### src/rtl/mem_stage_pkg.sv
// mem_stage_pkg: shared constants for the memory stage of the ARM pipeline.
//   - Register-file index and address widths.
//   - Data memory defaults: base address, depth, wait states.
//   - Memory-stage FSM state encodings.
package mem_stage_pkg;

  localparam int REGISTER_FILE_LEN = 4;
  localparam int ADDRESS_LEN       = 32;

  localparam int MEM_BASE_ADDR   = 1024;
  localparam int MEM_DEPTH       = 64;
  localparam int MEM_WAIT_CYCLES = 2;

  localparam int MEM_STATE_LEN = 2;

  typedef enum logic [MEM_STATE_LEN-1:0] {
    MEM_IDLE = 2'd0,
    MEM_WAIT = 2'd1,
    MEM_DONE = 2'd2
  } mem_state_e;

endpackage

### src/rtl/mem_stage_data_memory.sv
// mem_stage_data_memory: word-addressed data memory used by mem_stage.
//   clk      in  pipeline clock
//   we       in  write strobe; the write happens only when addr is in range
//   addr     in  byte address (BASE_ADDR maps to word 0, addr[1:0] unused for indexing)
//   wdata    in  store data
//   rdata    out combinational read of the addressed word
//   in_range out BASE_ADDR <= addr < BASE_ADDR + 4*DEPTH
// Contents are never reset.
module mem_stage_data_memory
  import mem_stage_pkg::*;
#(
  parameter int DEPTH     = MEM_DEPTH,
  parameter int BASE_ADDR = MEM_BASE_ADDR
) (
  input  logic                   clk,
  input  logic                   we,
  input  logic [ADDRESS_LEN-1:0] addr,
  input  logic [31:0]            wdata,
  output logic [31:0]            rdata,
  output logic                   in_range
);

  localparam int IDX_W = (DEPTH > 1) ? $clog2(DEPTH) : 1;

  logic [31:0]            mem [DEPTH];
  logic [ADDRESS_LEN-1:0] off;
  logic [IDX_W-1:0]       idx;

  // Addresses below BASE_ADDR wrap to large unsigned offsets, so a single
  // unsigned compare covers both ends of the window.
  assign off      = addr - ADDRESS_LEN'(BASE_ADDR);
  assign in_range = off < ADDRESS_LEN'(4 * DEPTH);
  assign idx      = off[IDX_W+1:2];
  assign rdata    = mem[idx];

  always_ff @(posedge clk) begin
    if (we && in_range) begin
      mem[idx] <= wdata;
    end
  end

endmodule

### src/rtl/mem_stage.sv
// mem_stage: memory stage of the 5-stage ARM pipeline.
//   Performs LDR/STR accesses with WAIT_CYCLES wait states, stalls the
//   pipeline through freeze during an access, and owns the MEM/WB register.
// Ports:
//   clk, rst (async, active-low)
//   wb_en_in, mem_r_en_in, mem_w_en_in, dest_in, alu_res_in, val_r_m_in  from EXE/MEM
//   freeze                                              combinational stall
//   wb_en_out, mem_r_en_out, dest_out, alu_res_out, mem_data_out  MEM/WB register
//   mem_fault (only with MEM_MISALIGN_FAULT_EN)         misaligned-access flag
// Optional feature: define MEM_MISALIGN_FAULT_EN to flag accesses with
// addr[1:0] != 0, suppressing the store and returning 0 for the load.
module mem_stage
  import mem_stage_pkg::*;
#(
  parameter int WAIT_CYCLES = MEM_WAIT_CYCLES,
  parameter int DEPTH       = MEM_DEPTH,
  parameter int BASE_ADDR   = MEM_BASE_ADDR
) (
  input  logic                         clk,
  input  logic                         rst,
  input  logic                         wb_en_in,
  input  logic                         mem_r_en_in,
  input  logic                         mem_w_en_in,
  input  logic [REGISTER_FILE_LEN-1:0] dest_in,
  input  logic [ADDRESS_LEN-1:0]       alu_res_in,
  input  logic [31:0]                  val_r_m_in,
  output logic                         freeze,
  output logic                         wb_en_out,
  output logic                         mem_r_en_out,
  output logic [REGISTER_FILE_LEN-1:0] dest_out,
  output logic [ADDRESS_LEN-1:0]       alu_res_out,
`ifdef MEM_MISALIGN_FAULT_EN
  output logic                         mem_fault,
`endif
  output logic [31:0]                  mem_data_out
);

  localparam int CNT_W = (WAIT_CYCLES > 0) ? $clog2(WAIT_CYCLES + 1) : 1;

  mem_state_e       state_q, state_d;
  logic [CNT_W-1:0] cnt_q, cnt_d;

  logic        req;
  logic        misalign;
  logic        we;
  logic        pass_en;
  logic        done_en;
  logic        in_range;
  logic [31:0] rdata;
  logic [31:0] ld_data;

  logic                         wb_en_p0;
  logic                         mem_r_en_p0;
  logic [REGISTER_FILE_LEN-1:0] dest_p0;
  logic [ADDRESS_LEN-1:0]       alu_res_p0;
  logic [31:0]                  mem_data_p0;

  assign req = mem_r_en_in | mem_w_en_in;

`ifdef MEM_MISALIGN_FAULT_EN
  assign misalign = |alu_res_in[1:0];
`else
  assign misalign = 1'b0;
`endif

  mem_stage_data_memory #(
    .DEPTH     (DEPTH),
    .BASE_ADDR (BASE_ADDR)
  ) u_dmem (
    .clk      (clk),
    .we       (we),
    .addr     (alu_res_in),
    .wdata    (val_r_m_in),
    .rdata    (rdata),
    .in_range (in_range)
  );

  // A combined read+write is a store, so it reads back 0; so do
  // out-of-range and faulting accesses.
  assign ld_data = (mem_w_en_in || misalign || !in_range) ? 32'd0 : rdata;

  always_ff @(posedge clk or negedge rst) begin
    if (!rst) begin
      state_q <= MEM_IDLE;
      cnt_q   <= '0;
    end else begin
      state_q <= state_d;
      cnt_q   <= cnt_d;
    end
  end

  always_comb begin
    state_d = state_q;
    cnt_d   = cnt_q;
    case (state_q)
      MEM_IDLE: begin
        if (req) begin
          if (WAIT_CYCLES > 0) begin
            state_d = MEM_WAIT;
            cnt_d   = CNT_W'(1);
          end else begin
            state_d = MEM_DONE;
          end
        end
      end
      MEM_WAIT: begin
        if (cnt_q == CNT_W'(WAIT_CYCLES)) begin
          state_d = MEM_DONE;
          cnt_d   = '0;
        end else begin
          cnt_d = cnt_q + CNT_W'(1);
        end
      end
      MEM_DONE: state_d = MEM_IDLE;
      default: begin
        state_d = MEM_IDLE;
        cnt_d   = '0;
      end
    endcase
  end

  // Upstream is frozen until DONE, so the request inputs are still the
  // original instruction when the write and the MEM/WB load happen.
  always_comb begin
    freeze  = 1'b0;
    we      = 1'b0;
    pass_en = 1'b0;
    done_en = 1'b0;
    case (state_q)
      MEM_IDLE: begin
        freeze  = req;
        pass_en = !req;
      end
      MEM_WAIT: freeze = 1'b1;
      MEM_DONE: begin
        done_en = 1'b1;
        we      = mem_w_en_in && !misalign;
      end
      default: ;
    endcase
  end

  // MEM/WB register (_p0): holds while frozen, never bubbled
  always_ff @(posedge clk or negedge rst) begin
    if (!rst) begin
      wb_en_p0    <= 1'b0;
      mem_r_en_p0 <= 1'b0;
      dest_p0     <= '0;
      alu_res_p0  <= '0;
      mem_data_p0 <= '0;
    end else begin
      if (pass_en || done_en) begin
        wb_en_p0    <= wb_en_in;
        mem_r_en_p0 <= mem_r_en_in;
        dest_p0     <= dest_in;
        alu_res_p0  <= alu_res_in;
      end
      if (done_en && mem_r_en_in) begin
        mem_data_p0 <= ld_data;
      end
    end
  end

`ifdef MEM_MISALIGN_FAULT_EN
  logic fault_p0;

  always_ff @(posedge clk or negedge rst) begin
    if (!rst) begin
      fault_p0 <= 1'b0;
    end else if (pass_en || done_en) begin
      fault_p0 <= done_en && misalign;
    end
  end

  assign mem_fault = fault_p0;
`endif

  assign wb_en_out    = wb_en_p0;
  assign mem_r_en_out = mem_r_en_p0;
  assign dest_out     = dest_p0;
  assign alu_res_out  = alu_res_p0;
  assign mem_data_out = mem_data_p0;

endmodule
### config.mk
export PLATFORM = sky130hd
export DESIGN_NAME = mem_stage
export DESIGN_NICKNAME = d
export VERILOG_FILES = /design/src/rtl/mem_stage_pkg.sv /design/src/rtl/mem_stage_data_memory.sv /design/src/rtl/mem_stage.sv
export SDC_FILE = /design/constraint.sdc
export NUM_CORES = 2
export LEC_CHECK = 0
export CAP_MARGIN = 5
export CORE_MARGIN = 4
export CORE_UTILIZATION = 45
export DETAILED_ROUTE_END_ITERATION = 8
export SYNTH_ARGS = -nofsm -noshare
export SYNTH_HDL_FRONTEND = slang
export SYNTH_HIERARCHICAL = 1
export SYNTH_SLANG_ARGS = --single-unit
### constraint.sdc
create_clock -name clk -period 8.5 [get_ports clk]
set_input_delay 0.85 -clock clk [delete_from_list [all_inputs] [get_ports clk]]
set_output_delay 0.85 -clock clk [all_outputs]
set_load 0.01 [all_outputs]
After elaboration in Yosys (flattened, before gate mapping) --
Memories as Yosys holds them, arrays and structs flattened. Cells that the tools add are included.
Operators by class: add/sub/neg operators 2, magnitude comparators 1, equality and inequality tests 5, multiplexer cells 12, bitwise operators 2, reduce and logical (&&, ||, !) cells 9
Operators by type and width (count):
- $lt 32x9->1 const B | 1
- $mux 32 | 1
- $sub 32x11->32 const B | 1
- $mux 2 | 3
- $pmux 2 s3 | 1
- $mux 1 | 5
- $eq 2x2->1 const B | 2
- $ne 2x2->1 const B | 2
- $pmux 2 s2 | 1
- $reduce_and 2->1 | 2
- $add 2x1->2 const B | 1
- $eq 2x1->1 const B | 1
- $logic_and 1x1->1 | 2
- $logic_not 1->1 | 2
- $logic_not 2->1 | 1
- $logic_or 1x1->1 | 2
- $pmux 1 s2 | 1
- $not 1->1 | 1
- $or 1x1->1 | 1
Word-level totals: flip-flop bits (word level) 74, memory bits (writable) 2048, input bits 73, word-level logic and storage cells 39, memories kept 1
Memory list:
- u_dmem.mem | depth 64, bits a word 32, rd ports 1, clocked after memory_dff 0, write ports 1, RTL line mem_stage_data_memory.sv:25 | logic [31:0] mem [DEPTH];

Logic depth before layout (Yosys ltp) --
depth after elaboration 5, mapped depth 14, depth with buffers taken out 9

Hierarchy --
Netlist, hierarchy kept.
By module, submodules not included:
- mem_stage_data_memory | instances 1, cells each 4181, area an instance 78803.1 um2
- mem_stage | instances 1, cells each 240, area an instance 3034.2 um2

Worst setup path before layout --
No wires, ideal clock.
path type input -> register, from input alu_res_in[2], to memory u_dmem.mem[29][0] (enable), arrival 4.396 ns, required time 8.039 ns, setup slack 3.643 ns, stages on the path 9, cell sequence buf_6 buf_6 buf_6 buf_4 buf_6 buf_4 buf_2 nand2_1 nor3_1
On the way: cells in the longest elaborated chain, start to end 5
Ends and longest elaborated chain:
- start, declared | RTL line mem_stage.sv:25 | input logic [ADDRESS_LEN-1:0] alu_res_in,
- $sub 32x11->32 * | RTL line mem_stage_data_memory.sv:31 | assign off = addr - ADDRESS_LEN'(BASE_ADDR);
- $lt 32x9->1 | RTL line mem_stage_data_memory.sv:32 | assign in_range = off < ADDRESS_LEN'(4 * DEPTH);
- $logic_and 1x1->1 | RTL line mem_stage_data_memory.sv:37 | if (we && in_range) begin
- $mux 1 | RTL line mem_stage_data_memory.sv:37
- $mux 1 (not written as such) | RTL line mem_stage_data_memory.sv:38 | mem[idx] <= wdata;
- end, declared | RTL line mem_stage_data_memory.sv:25
Mark *: on every way between the ends. The rest lies on a longest branch, timed or not.

Worst setup path after layout --
from input alu_res_in[4], to memory u_dmem.mem[10][0] (enable)
Same word-level chain as after synthesis.

==> run_results.csv <==
group,metric,value,unit
run_status,status,"finished, final reports clean",
die,design.core.area,181000,um2
yosys,synth_area_leader_cell,"edfxtp_1",
power_and_ir_drop,combPwrFrac,0.070,
critical_path,ff2ff_path_depth,5,
clock_tree,ctsRootBufferMaster,"clkbuf_16",
yosys,syn_nets,4494,
critical_path,critPathCaptureType,"register",
critical_path,cp.arrival,4.52,ns
layout,nets,4741,
power_and_ir_drop,clockPowerShare,0.407,
grt,grt_pass1_wl,378,mm
detailed_routing,drc_errors,0,
yosys,ys_seq_elements,2122,
detailed_routing,first_pass_iters,7,
detailed_routing,routedWlPerCell,38.0,um
critical_path,crit_fanout,43,
timing,fmax,247,MHz
yosys,synth_edf_count,2048,
detailed_routing,wirelength,275,mm
yosys,synthFlopType,"edfxtp_1",
yosys,synth.distinct_cells,73,
yosys,synth_top_area_frac,0.751,
yosys,postSynth.asyncResetShare,0.0349,
timing,worstMarginPinSlew,1.31,ns
placement,placed_cells,6824,
detailed_routing,vias_per_cell,6.60,
timing,setup-tns-final,0,ns
grt,grt_pass1_vias,46100,
placement,gp_congestion,0.879,
grt,grt_max_degree,93,
clock_tree,cts_max_level,4,
die,rows,156,
clock_tree,numClockSinks,2122,
yosys,avgSynthCellArea,18.5,um2
min_path,holdPathStages,2,
power_and_ir_drop,sw_frac_of_total,0.226,
timing,setup_viol_count_final,0,
die,die_h,434,um
critical_path,cp-start-kind,"input port",
timing,min_period_over_period,0.477,
yosys,ys_top_cells_by_area,"edfxtp_1, mux2i_1, mux4_2",
yosys,yosysSeqAreaShare,0.774,
timing,relSlewSlack,0.123,
die,dieArea,189000,um2
power_and_ir_drop,p_per_area,238,nW/um2
detailed_routing,drt_first_iter_violations,8253,
grt,track_usage,0.289,
grt,overflow,0,
detailed_routing,via_count,47700,
power_and_ir_drop,ir_drop,0.179,mV
clock_tree,cts_resized,0,
timing,drv_slew,0,
timing,hold_viol_final,0,
clock_tree,cts_setup_buffers,0,
timing,min_period,4.05,ns
die,io_pins,144,
yosys,synth_cells,4421,
job,maxCapViolations,0,
clock_tree,hold_buffers,1,
critical_path,critPathRequiredTime,8.96,ns
power_and_ir_drop,p_leak,30.0,nW
clock_tree,clk_pin_slew,0.06,ns
power_and_ir_drop,intPower,17.2,mW
layout,drive_gt1_frac,0.182,
power_and_ir_drop,pwr-share-seq,0.524,
yosys,synth_area,81800,um2
layout,areaGrowthSynthToFinish,13.8,%
power_and_ir_drop,switchingPower,5.01,mW
placement,dp_hpwl,155,mm
timing,finClkSkew,0.0340,ns
die,die_w,434,um
placement,port_buffers,143,
yosys,synth_common_cells,"edfxtp_1, mux2i_1, a22oi_1, a221oi_1, nor2_1",
clock_tree,clockBufferDepth,3,
detailed_routing,postRouteAntennaNets,0,
layout,finalNonFillerCells,7231,
clock_tree,cts_buffers,211,
critical_path,path_class,"input port to register",
grt,antenna_found_initial,20,
clock_tree,tritoncts,"done",
yosys,yosys_warnings,6,
clock_tree,clock_insertion_delay_worst_skew,0.85,ns
timing,rsz0062_at_grt,"no",
yosys,yosys.cell_count.top_type,"edfxtp_1",
min_path,min_path_type,"register to register",
die,start_util,0.453,
layout,final_util,0.515,
[worst paths after layout]
path / from / end / slack, ns
setup / recovery: alu_res_in[4] / u_dmem/mem[10][0]$_DFFE_PP_ / 4.45
hold / removal: mem_data_out[28]$_DFFE_PN0P_ / mem_data_out[28]$_DFFE_PN0P_ / 0.49
setup reg to reg: state_q[0]$_DFFE_PN0P_ / u_dmem/mem[13][16]$_DFFE_PP_ / 4.99
hold reg to reg: mem_data_out[28]$_DFFE_PN0P_ / mem_data_out[28]$_DFFE_PN0P_ / 0.49
max in group asynchronous: rst / mem_data_out[5]$_DFFE_PN0P_ / 6.66
min in group asynchronous: rst / dest_out[3]$_DFFE_PN0P_ / 0.57
[through the flow]
stage	worst slack, ns	hold slack (ns)	area, um2	power, mW
floorplan	3.64	0.456	81800	12.6
global placement	3.73	0.478	86400	13.4
detailed placement	3.74	0.484	86400	13.4
CTS	4.62	0.496	93100	22.3
global route	4.42	0.521	93100	22.8
finish	4.45	0.495	93200	22.2
[power by group through the flow]
stage,registers (mW),clock network [mW],logic (mW)
2_1_floorplan,11.9,0,0.723
3_3_place_gp,11.8,0,1.52
3_5_place_dp,11.8,0,1.53
4_1_cts,11.6,9.11,1.54
5_1_grt,11.6,9.57,1.61
6_report,11.6,9.03,1.55
[cells by family after synthesis]
group | share of synthesized area
flops | 0.774
compound gates | 0.0738
mux | 0.101
simple gates | 0.0295
buf+inv | 0.0211
xor+xnor | 0.000214
[flip-flops by register name, indices dropped and copies added (netlist names)]
signal,flops
alu_res_out,32
cnt_q,2
dest_out,4
mem_data_out,32
mem_r_en_out,1
state_q,2
u_dmem/mem,2048
wb_en_out,1
[routing by layer]
layer  vias up  GRT usage  part of all wire
met3       670     0.0690              0.12
met1     24900      0.402              0.38
li1      18700          -                 -
met4         8      0.126             0.050
met2      3431      0.438              0.45
met5         -          0           0.00019
[layout make-up]
class,instances,area [um2]
clock inverter,112,951
clock buffer,282,5720
inverter,4,22.5
sequential,2122,63400
fill,14400,87600
antenna,12,30.0
timing repair buffer,334,2820
multi-input combinational,1995,17300
tap,2370,2970
[cells in the final DEF (no fill, tap or decap), drive strengths merged, types with 85 or more instances in the layout]
master / n
edfxtp: 2048
mux4: 155
mux2i: 350
mux2: 105
o21ai: 152
a221oi: 176
buf: 226
nand2: 151
clkbuf: 282
clkinv: 93
nor2: 159
clkdlybuf4s50: 107
a22oi: 185
o22ai: 85
a21oi: 119
[critical path: stages]
cell     delay [ns]
buf_8          0.20
buf_4          0.42
nor2b_4        0.49
buf_4          0.64
nand2_1        0.37
nor3_2         0.83
buf_4          0.53
No activity file was read; power rests on OpenSTA's default activity.
